--- config.mk ---
export PLATFORM = sky130hd
export DESIGN_NAME = duty_ramp
export DESIGN_NICKNAME = d
export VERILOG_FILES = /design/src/rtl/pwm_pkg.sv /design/src/rtl/duty_slew.sv /design/src/rtl/duty_ramp.sv
export SDC_FILE = /design/constraint.sdc
export NUM_CORES = 1
export LEC_CHECK = 0
export ABC_AREA = 1
export CORE_MARGIN = 3
export CORE_UTILIZATION = 55
export DETAILED_ROUTE_END_ITERATION = 12
export DONT_BUFFER_PORTS = 1
export PLACE_DENSITY = 0.79
export REMOVE_ABC_BUFFERS = 1
export SLEW_MARGIN = 5
export SYNTH_ARGS = -nofsm -noshare
export SYNTH_HDL_FRONTEND = slang
export SYNTH_SLANG_ARGS = --single-unit
--- constraint.sdc ---
create_clock -name clk -period 2.6 [get_ports clk]
set_input_delay 0.26 -clock clk [delete_from_list [all_inputs] [get_ports clk]]
set_output_delay 0.26 -clock clk [all_outputs]
set_load 0.01 [all_outputs]
--- src/rtl/pwm_pkg.sv ---
// Shared PWM definitions: duty width, mid-scale value, the ramp FSM state
// type and the command-to-duty helper functions.
package pwm_pkg;

    localparam int DUTY_W = 12;
    localparam logic [DUTY_W-1:0] DUTY_MID = 12'h800;

    // Default slew step and clamp limits for the duty feeder.
    localparam logic [DUTY_W-1:0] DEF_STEP     = 12'h010;
    localparam logic [DUTY_W-1:0] DEF_MIN_DUTY = 12'h040;
    localparam logic [DUTY_W-1:0] DEF_MAX_DUTY = 12'hFC0;

    typedef enum logic [1:0] {
        IDLE = 2'd0,
        LOAD = 2'd1,
        RAMP = 2'd2
    } ramp_state_t;

    // Two's complement command to offset binary: flipping the sign bit adds 2048.
    function automatic logic [DUTY_W-1:0] to_offset_bin(input logic [DUTY_W-1:0] cmd);
        return {~cmd[DUTY_W-1], cmd[DUTY_W-2:0]};
    endfunction

    // Saturate an offset-binary duty into [lo, hi].
    function automatic logic [DUTY_W-1:0] clamp_duty(input logic [DUTY_W-1:0] raw,
                                                     input logic [DUTY_W-1:0] lo,
                                                     input logic [DUTY_W-1:0] hi);
        if (raw < lo)
            return lo;
        else if (raw > hi)
            return hi;
        else
            return raw;
    endfunction

endpackage

--- src/rtl/duty_slew.sv ---
// Registered duty with slew limiting: on each enabled step the duty moves
// toward the target by at most STEP and lands exactly on it when closer.
// jump_mid forces the duty straight to mid-scale with no slew limit.
module duty_slew
    import pwm_pkg::*;
#(
    parameter logic [DUTY_W-1:0] STEP = DEF_STEP
) (
    input  logic              clk,
    input  logic              rst,
    input  logic              step_en,
    input  logic              jump_mid,
    input  logic [DUTY_W-1:0] target,
    output logic [DUTY_W-1:0] duty,
    output logic [DUTY_W-1:0] duty_nxt
);

    logic signed [DUTY_W:0] diff;
    logic signed [DUTY_W:0] step_s;

    // One extra bit keeps the unsigned difference free of wrap-around.
    assign step_s = $signed({1'b0, STEP});
    assign diff   = $signed({1'b0, target}) - $signed({1'b0, duty});

    // Next duty: a full step toward the target, or the target itself when within one step.
    always_comb begin
        duty_nxt = duty;
        if (jump_mid) begin
            duty_nxt = DUTY_MID;
        end else if (step_en) begin
            if (diff > step_s)
                duty_nxt = duty + STEP;
            else if (diff < -step_s)
                duty_nxt = duty - STEP;
            else
                duty_nxt = target;
        end
    end

    // Duty register, returns to mid-scale on reset.
    always_ff @(posedge clk or posedge rst) begin
        // NOTE: state registers use non-blocking assignments so every flop samples pre-edge values.
        if (rst)
            duty <= DUTY_MID;
        else
            duty <= duty_nxt;
    end

endmodule

--- src/rtl/duty_ramp.sv ---
// Upstream feeder of the 12-bit PWM generator. Accepts signed commands over
// valid/ready, converts and clamps them to an offset-binary target, and lets
// duty_slew walk the duty toward it one step per PWM period (synch pulse).
// Optional build macro DUTY_RAMP_BRAKE_EN adds a brake input that forces the
// target to mid-scale and snaps the duty there on the next synch.
module duty_ramp
    import pwm_pkg::*;
#(
    parameter logic [DUTY_W-1:0] STEP     = DEF_STEP,
    parameter logic [DUTY_W-1:0] MIN_DUTY = DEF_MIN_DUTY,
    parameter logic [DUTY_W-1:0] MAX_DUTY = DEF_MAX_DUTY
) (
    input  logic              clk,
    input  logic              rst,
`ifdef DUTY_RAMP_BRAKE_EN
    input  logic              brake,
`endif
    input  logic              synch,
    input  logic [DUTY_W-1:0] cmd,
    input  logic              cmd_vld,
    output logic              cmd_rdy,
    output logic [DUTY_W-1:0] duty,
    output logic              at_target
);

    ramp_state_t       state, state_nxt;
    logic [DUTY_W-1:0] target;
    logic [DUTY_W-1:0] cmd_q;
    logic [DUTY_W-1:0] new_target;
    logic [DUTY_W-1:0] duty_nxt;
    logic              brake_act;
    logic              xfer;

`ifdef DUTY_RAMP_BRAKE_EN
    assign brake_act = brake;
`else
    assign brake_act = 1'b0;
`endif

    assign cmd_rdy    = (state != LOAD) && !brake_act;
    assign xfer       = cmd_vld && cmd_rdy;
    assign new_target = clamp_duty(to_offset_bin(cmd_q), MIN_DUTY, MAX_DUTY);
    assign at_target  = (duty == target) && (state != LOAD);

    // Next-state logic: accept commands, load the target, ramp until the duty lands on it.
    always_comb begin
        // NOTE: every combinational output gets a default first, so no path infers a latch.
        state_nxt = state;
        case (state)
            IDLE: begin
                if (xfer)
                    state_nxt = LOAD;
            end
            LOAD: begin
                // Compare against the post-edge duty so a coincident synch step is accounted for.
                state_nxt = (new_target != duty_nxt) ? RAMP : IDLE;
            end
            RAMP: begin
                if (xfer)
                    state_nxt = LOAD;
                else if (duty_nxt == target)
                    state_nxt = IDLE;
            end
            default: state_nxt = IDLE;
        endcase
        if (brake_act)
            state_nxt = IDLE;
    end

    // State, captured command and target registers.
    always_ff @(posedge clk or posedge rst) begin
        if (rst) begin
            state  <= IDLE;
            cmd_q  <= '0;
            target <= DUTY_MID;
        end else begin
            state <= state_nxt;
            if (xfer)
                cmd_q <= cmd;
            if (brake_act)
                target <= DUTY_MID;
            else if (state == LOAD)
                target <= new_target;
        end
    end

    duty_slew #(
        .STEP(STEP)
    ) u_slew (
        .clk     (clk),
        .rst     (rst),
        .step_en (synch && (state != IDLE)),
        .jump_mid(synch && brake_act),
        .target  (target),
        .duty    (duty),
        .duty_nxt(duty_nxt)
    );

endmodule

# [Word level (Yosys, flattened, before mapping)]
# Index checks and enable logic that the tools add are counted.
[totals] reg_bits=38
[op_classes] add_sub_neg=3 magnitude_cmp=4 n_eq_ne=8 muxes=10 n_bitwise=1 reduce_logical=6
[op_table] cell="12-bit two-way mux" count=5
[op_table] cell="12-bit equality test" count=2
[op_table] cell="13-bit by 6-bit greater-than comparator with 1-bit output (second input constant)" count=1
[op_table] cell="13-bit by 5-bit less-than comparator with 1-bit output (second input constant)" count=1
[op_table] cell="12-bit by 12-bit subtractor with 13-bit output" count=1
[op_table] cell="12-bit by 5-bit adder with 12-bit output (second input constant)" count=1
[op_table] cell="12-bit greater-than comparator (second input constant)" count=1
[op_table] cell="12-bit by 7-bit less-than comparator with 1-bit output (second input constant)" count=1
[op_table] cell="12-bit != test" count=1
[op_table] cell="12-bit by 5-bit subtractor with 12-bit output (second input constant)" count=1
[op_table] cell="2-bit two-way mux" count=4
[op_table] cell="2-bit case mux with 3 select lines" count=1
[op_table] cell="1-bit logical AND" count=3
[op_table] cell="3-bit != test (second input constant)" count=1
[op_table] cell="2-bit by 1-bit equality test with 1-bit output (second input constant)" count=1
[op_table] cell="2-bit equality test (second input constant)" count=1
[op_table] cell="2-bit logical NOT" count=1
[op_table] cell="2-bit by 1-bit != test with 1-bit output (second input constant)" count=1
[op_table] cell="2-bit != test (second input constant)" count=1
[op_table] cell="2-bit AND reduction" count=1
[op_table] cell="2-bit nonzero test" count=1
[op_table] cell="1-bit inverter" count=1

# [Longest topological paths before layout]
[logic_depth] ltp_word=9 ltp_mapped=28 ltp_nobuf=28

# [By module]
# A second synthesis with hierarchy kept.
[unflattened] cells_unflattened=548 area_unflattened_um2=3453.3
[modules_own_cells] module="duty_slew" n_inst=1 cells_each=311 area_each_um2=1801.7
[modules_own_cells] module="duty_ramp" n_inst=1 cells_each=237 area_each_um2=1651.6

# [Least setup slack after synthesis]
# OpenSTA, ideal clock, no wires.
[synth_timing] path_kind="register to register" startpoint="register u_slew.duty[9]" endpoint="register state[1]" setup_time_ns=0.118 arrival_ns=2.767 t_required_ns=2.482 path_slack_ns=-0.285 stages_incl_launch_ff=26 path_buffers=1 period_less_slack_ns=2.885 path_cell_list="dfrtp_1 -> clkbuf_1 -> inv_1 -> ha_1 -> nand2_1 -> inv_1 -> a21oi_1 -> nand3_1 -> nand2_1 -> nand2_1 -> nor2_1 -> nand4_4 -> nand2_4 -> nand2_4 -> inv_4 -> nand2_4 -> nand2_2 -> nand2_1 -> nand2_1 -> nand2_1 -> nor2_1 -> nand2_1 -> nor2_1 -> nand2_1 -> nand2_1 -> nand2_1"
[synth_between] elab_chain_len=8 elab_cells_between_ends=14 classes_between="add/sub (3); order compare (2); eq/ne (3); mux (5); reduce/logical (1)"
[synth_rtl] item="start, declared" line="duty_slew.sv:14" source="output logic [DUTY_W-1:0] duty,"
[synth_rtl] item="start signal, assigned" line="duty_slew.sv:46" source="duty <= duty_nxt;"
[synth_rtl] item="12-bit by 12-bit subtractor with 13-bit output" line="duty_slew.sv:23" source="assign diff = $signed({1'b0, target}) - $signed({1'b0, duty});"
[synth_rtl] item="13-bit by 5-bit less-than comparator with 1-bit output" line="duty_slew.sv:33" source="else if (diff < -step_s)"
[synth_rtl] item="12-bit two-way mux" line="duty_slew.sv:33"
[synth_rtl] item="12-bit two-way mux" line="duty_slew.sv:31" source="if (diff > step_s)"
[synth_rtl] item="12-bit two-way mux *" line="duty_slew.sv:30" source="end else if (step_en) begin"
[synth_rtl] item="12-bit != test / 12-bit equality test (equally long branches)" line="duty_ramp.sv:56, duty_ramp.sv:61"
[synth_rtl] item="2-bit two-way mux / 3-bit != test (equally long branches)"
[synth_rtl] item="2-bit case mux with 3 select lines / 2-bit AND reduction (equally long branches)"
[synth_rtl] item="end signal, assigned" line="duty_ramp.sv:77" source="state <= state_nxt;"
[synth_rtl] item="end, declared" line="duty_ramp.sv:26" source="ramp_state_t state, state_nxt;"
# Every way passes the cells marked *; elsewhere a longest branch is shown, timed or not.
# A chain may end at the register's enable or synchronous reset.

# [Worst setup path in the final report]
[layout_timing] startpoint="register target[0]" endpoint="register state[1]"
[layout_between] elab_chain_len=8 elab_cells_between_ends=12 classes_between="add/sub (1); order compare (2); eq/ne (3); mux (5); reduce/logical (1)"
[layout_rtl] item="start, declared" line="duty_ramp.sv:27" source="logic [DUTY_W-1:0] target;"
[layout_rtl] item="start signal, assigned" line="duty_ramp.sv:83" source="target <= new_target;"
[layout_rtl] item="12-bit by 12-bit subtractor with 13-bit output" line="duty_slew.sv:23"
[layout_rtl] item="13-bit by 5-bit less-than comparator with 1-bit output" line="duty_slew.sv:33"
[layout_rtl] item="12-bit two-way mux" line="duty_slew.sv:33"
[layout_rtl] item="12-bit two-way mux" line="duty_slew.sv:31"
[layout_rtl] item="12-bit two-way mux" line="duty_slew.sv:30"
[layout_rtl] item="12-bit != test / 12-bit equality test (equally long branches)" line="duty_ramp.sv:56, duty_ramp.sv:61"
[layout_rtl] item="2-bit two-way mux / 3-bit != test (equally long branches)"
[layout_rtl] item="2-bit case mux with 3 select lines / 2-bit AND reduction (equally long branches)"
# Parallel ways exist; a longest one is shown, timed or not.

==> metrics.md <==
| Metric | Value |
|---|---|
| Sink Count | 38 |
| Arr. time, crit path | 3370 ps |
| CTS Buffer Depth | 2 |
| Slew Limit Fails | 0 |
| Syn_area_per_cell | between 6 and 7 µm² |
| Pre-Repair DR Iteration Count | 5 |
| Clk slew on worst S/H paths | roughly 90 ps |
| Relative max-transition margin | 63.9% |
| Critical Path End Type | flop |
| Worst endpoint required time | 2810 ps |
| Die ar. | 7060 µm² |
| Overflow after GRT | 0 |
| Reg2reg setup slack | -560 ps |
| Number of synthesized register bits | 38 |
| Worst Hold Launch | cmd[0] |
| Core Region | between 5000 and 6000 µm² |
| Peak Freq | 317 MHz |
| Min-Delay Path Depth | 1 |
| N_diodes | 0 |
| Via count | 4120 |
| Final setup skew | 15.3 ps |
| FF-to-FF Start | target[0] |
| Setup ws final | -559 ps |
| Drt total wl | 12000 µm |
| H-Tree Depth | 2 |
| Starting Density | just under 60% |
| Final non-filler cell total | 700 |
| Post-synth top area cell | dfrtp_1 |
| Final Cycle Share | 122% |
| Placed cells | between 600 and 700 |
| Crit-path max FO | 4 |
| Ports | 30 |
| Final Wtd Congestion | 0.928 |
| Worst-margin pin slew | 536 ps |
| Antenna Nets Post-Route | 0 |
| Post-synth cell types | 30 |
| Synthesized cell area | 3350 µm² |
| Row count | 27 |
| Die Wd | 84.0 µm |
| Via/cell ratio | 5.89 |
| Outcome | finished with violations |
| RSZ-0062 raised after global routing | true |
| Die height | around 84 µm |
| Num CTS Buffers | 5 |
| Layout area overhead | 33.9% |
| Post-layout util | 78.5% |
| CTS tree | done |
| Share of the synthesized area in the top cell type | roughly 27% |
| Cell area after placement | around 4000 µm² |
| Initial antenna violation count | 0 |
| Synth warn | 0 |
| Setup TNS | -1240 ps |
| Critical Path Start | target[0] |
| WHS Endpoint | cmd_q[0] |
| Startpoint Class | flop |
| CP Class | flop to flop |
| DRT iter0 DRCs | 449 |
| Worst reg2reg endpoint | state[1] |
| HPWL after DPL | 7630 µm |
| Clk root buf | clkbuf_8 |
| First-pass GRT wire length | 17600 µm |
| Fin crit period | 3160 ps |
| Layout Nets | ~660 |
| Wire per inst | 17.2 µm |
| Worst R2R Path Depth | 26 |
| Max Cap Viol | 0 |
| Post-Synthesis Cells | 539 |
| Final Setup Violations | 9 |
| # DRC | 0 |
| Port Buffers | 0 |
| Violated checks | negative setup slack |
| Worst-Skew Late Latency | 310 ps |
| Share of cells above drive strength 1 | 29.5% |
| Tightest Hold Check Type | primary input to flop |
| Register area share after synthesis | 28.5% |
| Design Area, Final | 4480 µm² |
| Total GRT Usage | between 30% and 40% |
| Largest net degree at the start of global routing | 39 |
| Dominant cells by area after synthesis | dfrtp_1, nand2_1, inv_1 |
| Vias in the first global route | around 3900 |
| Final Hold Viols | 0 |
==> synth_stat cells <==
master and count:
nand2_1 182, inv_1 94, nand3_1 60, nor2_1 41
dfrtp_1 36, a21oi_1 17, o21ai_0 15, ha_1 14
nor3_1 12, xor2_1 12, nand2_2 11, nand4_1 9
clkbuf_1 5, nand3b_1 5, nand2_4 4, and2_1 2
dfstp_2 2, inv_2 2, mux2_2 2, nand3_2 2
nor2_2 2, nor2_4 2, clkbuf_2 1, clkinv_1 1
fa_1 1, inv_4 1, nand4_4 1, nor4_1 1
or2_1 1, or2_4 1
==> cells in the final DEF (no fill, tap or decap), drive strengths merged <==
master / count
inv: 97
nand3b: 5
clkbuf: 6
nand2: 198
dlygate4sd3: 1
nand4: 10
nor2: 45
bufinv: 2
or2: 2
buf: 85
dfstp: 2
nand3: 62
fa: 1
nor4: 1
dfrtp: 36
a21oi: 17
xor2: 12
ha: 14
mux2: 2
clkinv: 1
nor3: 12
and2: 2
o21ai: 15
==> worst max-delay path: stages (launching register included) <==
cell and delay, ps:
dfrtp_1 400, inv_2 90, ha_4 130, inv_2 40, fa_2 360, nand3_2 120
nand2_2 100, nand2_2 100, nand3_2 90, nand2_1 100, nand4_1 100, nor2_1 120
nand2_2 100, nand2_4 110, nand2_4 90, nor2_4 210, nand2_2 110, nand2_2 100
nand2_1 60, nand2_1 70, nand2_1 60, inv_1 50, nand2_1 60, nor2_2 120
nand2_1 70, nand2_1 60, nand2_1 50
==> cell families (layout without fill, tap and decap cells) <==
| logic type | Yosys count | in the layout | synth area share, % |
|---|---|---|---|
| XOR/XNOR | 12 | 12 | 3.14 |
| flip-flops | 38 | 38 | 28.5 |
| adder cells (fa/ha/maj) | 15 | 15 | 5.83 |
| multiplexers | 2 | 2 | 0.673 |
| AND/OR/NAND/NOR | 336 | 337 | 45.3 |
| AO/OA/AOI/OAI | 32 | 32 | 4.79 |
| buffers and inverters | 104 | 192 | 11.8 |
==> area by class of cell <==
cell class                 count  area [µm²]
clock inverter                 2        60.1
tap                           72        90.1
fill                         378        1230
clock buffer                   6        82.6
inverter                      98         373
multi-input combinational    398        2250
sequential                    38         953
timing repair buffer          86         671
==> worst max-delay path by stage <==
stage	to	slack (ps)
finish	state[1]	-560
global route	state[1]	-800
CTS	state[1]	-410
detailed placement	state[1]	-610
global placement	state[1]	-410
floorplan	state[1]	-230
==> registers in the layout, summed over array words and instances, names as in the netlist <==
register,count
u_slew.duty,12
cmd_q,12
target,12
state,2
==> repair_timing <==
item,CTS,global route
setup buffers,6,6
gates cloned,1,0
setup endpoints to repair,12,13
pin swaps,17,16
gates resized for setup,35,42
endpoints found under the hold margin,36,0
hold buffers,1,0
==> per-layer routing <==
| metal | wire [µm] | GRT usage (%) |
|---|---|---|
| met1 | 4400 | 36.6 |
| met2 | 5730 | 52.6 |
| met3 | 1050 | 4.54 |
| met4 | 837 | 17.5 |
| met5 | 0 | 0 |
==> metrics by stage <==
step / hold slack, ps / worst slack (ps)
floorplan: 411 / -225
global placement: 290 / -413
detailed placement: 297 / -607
CTS: 106 / -412
global route: 96.3 / -803
finish: 105 / -559
Power is not shown: default switching activity piles up to over one toggle a cycle in this logic, so the estimate is an artifact.
==> RTL edit: new RTL, same settings <==
`DUTY_W`: 12 -> 24.
--- a/src/rtl/pwm_pkg.sv
+++ b/src/rtl/pwm_pkg.sv
@@ -2,7 +2,7 @@
 // type and the command-to-duty helper functions.
 package pwm_pkg;
 
-    localparam int DUTY_W = 12;
+    localparam int DUTY_W = 24;
     localparam logic [DUTY_W-1:0] DUTY_MID = 12'h800;
 
     // Default slew step and clamp limits for the duty feeder.
Interface: changed (resized cmd and duty); port bits go from 30 to 54. The function was not compared with the original's and may differ.
==> RTL edit against the unedited design <==
- the run still ends with negative setup slack left
- via count rose by 110%
- first-iteration DRC count rose by 140%
- final area rose by 120%
- sequential cell count rose by 36
- area after synthesis rose by 110%
- clock skew fell by 0.0048 ns
- routed wire length rose by 120%
- non-clock buffer count rose by 125
- setup slack got worse by 0.41 ns
- highest routed layer unchanged
==> RTL edit: results (changes against the unedited design) <==
sta:
  tns_ns: -9.28  # was -1.24 ns
  whs_ns: 0.0634  # was 0.105 ns
  worst_slack_ns: -0.971  # was -0.559 ns
  fin_skew_ns: 0.0105  # was 0.0153 ns
  setup_viol: 25  # was 9
grt:
  grt_pass1_vias: 8420  # was 3867
  grt_max_degree: 42  # was 39
  grt_usage: 0.354  # was 0.308
  grtUsageMet2: 0.586  # was 0.526
  grt_pass1_wl_um: 40000  # was 17600 um
  grt.met1_usage: 0.430  # was 0.366
detailed_routing:
  route.layer.met1.wl_um: 9700  # was 4400 um
  drt_first_pass_iters: 8  # was 5
  vias: 8640  # was 4120
  wl_um: 26500  # was 12000 um
layout:
  stdcell_count: 1533  # was 700
  multi_input_area_share: 0.510  # was 0.502
  comb.multi_input.count: 861  # was 398
  nNetsFinal: 1415  # was 658
  inverters: 203  # was 98
  reg_top3: "cmd_q x24, target x24, u_slew.duty x24"  # was cmd_q x12, target x12, u_slew.duty x12
  buffer_area_frac: 0.168  # was 0.150
  fillers: 817  # was 378
critical_path:
  crit_path_max_incr_delay_ns: 0.43  # was 0.40 ns
  r2r_start: "u_slew.duty[0]"  # was target[0]
run_status:
  violations: "negative setup slack"  # unchanged
  status: "complete, but fails checks"  # unchanged
synth:
  ys_top_cells_by_area: "dfrtp_1 26%, nand2_1 21%, inv_1 11%"  # was dfrtp_1 27%, nand2_1 20%, inv_1 11%
  synth_fa_ha_area_frac: 0.0500  # was 0.0583
  synth_cell_types: 42  # was 30
  synth_compound_area_frac: 0.0477  # was 0.0479
  yosysSeqAreaShare: 0.269  # was 0.285
  synth_xor_area_frac: 0.0343  # was 0.0314
cts:
  clkLatencyLatePin_ns: 0.35  # was 0.31 ns
  ctsRootBufferMaster: "clkbuf_16"  # was clkbuf_8
  cts_max_level: 3  # was 2
  clk_pin_slew_ns: 0.07  # was 0.09 ns
  numCtsBuffers: 9  # was 5
placed_design:
  placedInstanceArea_um2: 8430  # was 3980 um2
  gp_congestion: 1.02  # was 0.928
  place_inst: 1495  # was 680
worst_hold_path:
  hold_start: "cmd[21]"  # was cmd[0]
RTL edit: worst max-delay path by stage:
stage	startpoint	end	slack, ns	cells past startpoint
6_report	u_slew.duty[0]	state[1]	-0.97	26
5_1_grt	u_slew.duty[1]	state[1]	-1.14	26
4_1_cts	u_slew.duty[0]	state[1]	-0.80	25
3_5_place_dp	target[0]	state[1]	-1.00	30
3_3_place_gp	target[0]	state[1]	-0.96	30
2_1_floorplan	u_slew.duty[12]	state[1]	-0.79	28
RTL edit: stage by stage:
step	util	setup WS, ns
CTS	0.768	-0.795
finish	0.804	-0.971
floorplan	-	-0.786
global placement	0.693	-0.964
detailed placement	0.693	-1.00
global route	0.804	-1.14
RTL edit: timing repair:
item / in CTS / in global routing
pin swaps: 36 / 30
hold endpoints to repair: 38 / 0
buffers inserted: 11 / 14
cloned: 1 / 0
hold buffers: 1 / 0
setup endpoints to repair: 26 / 26
gates resized for setup: 117 / 100
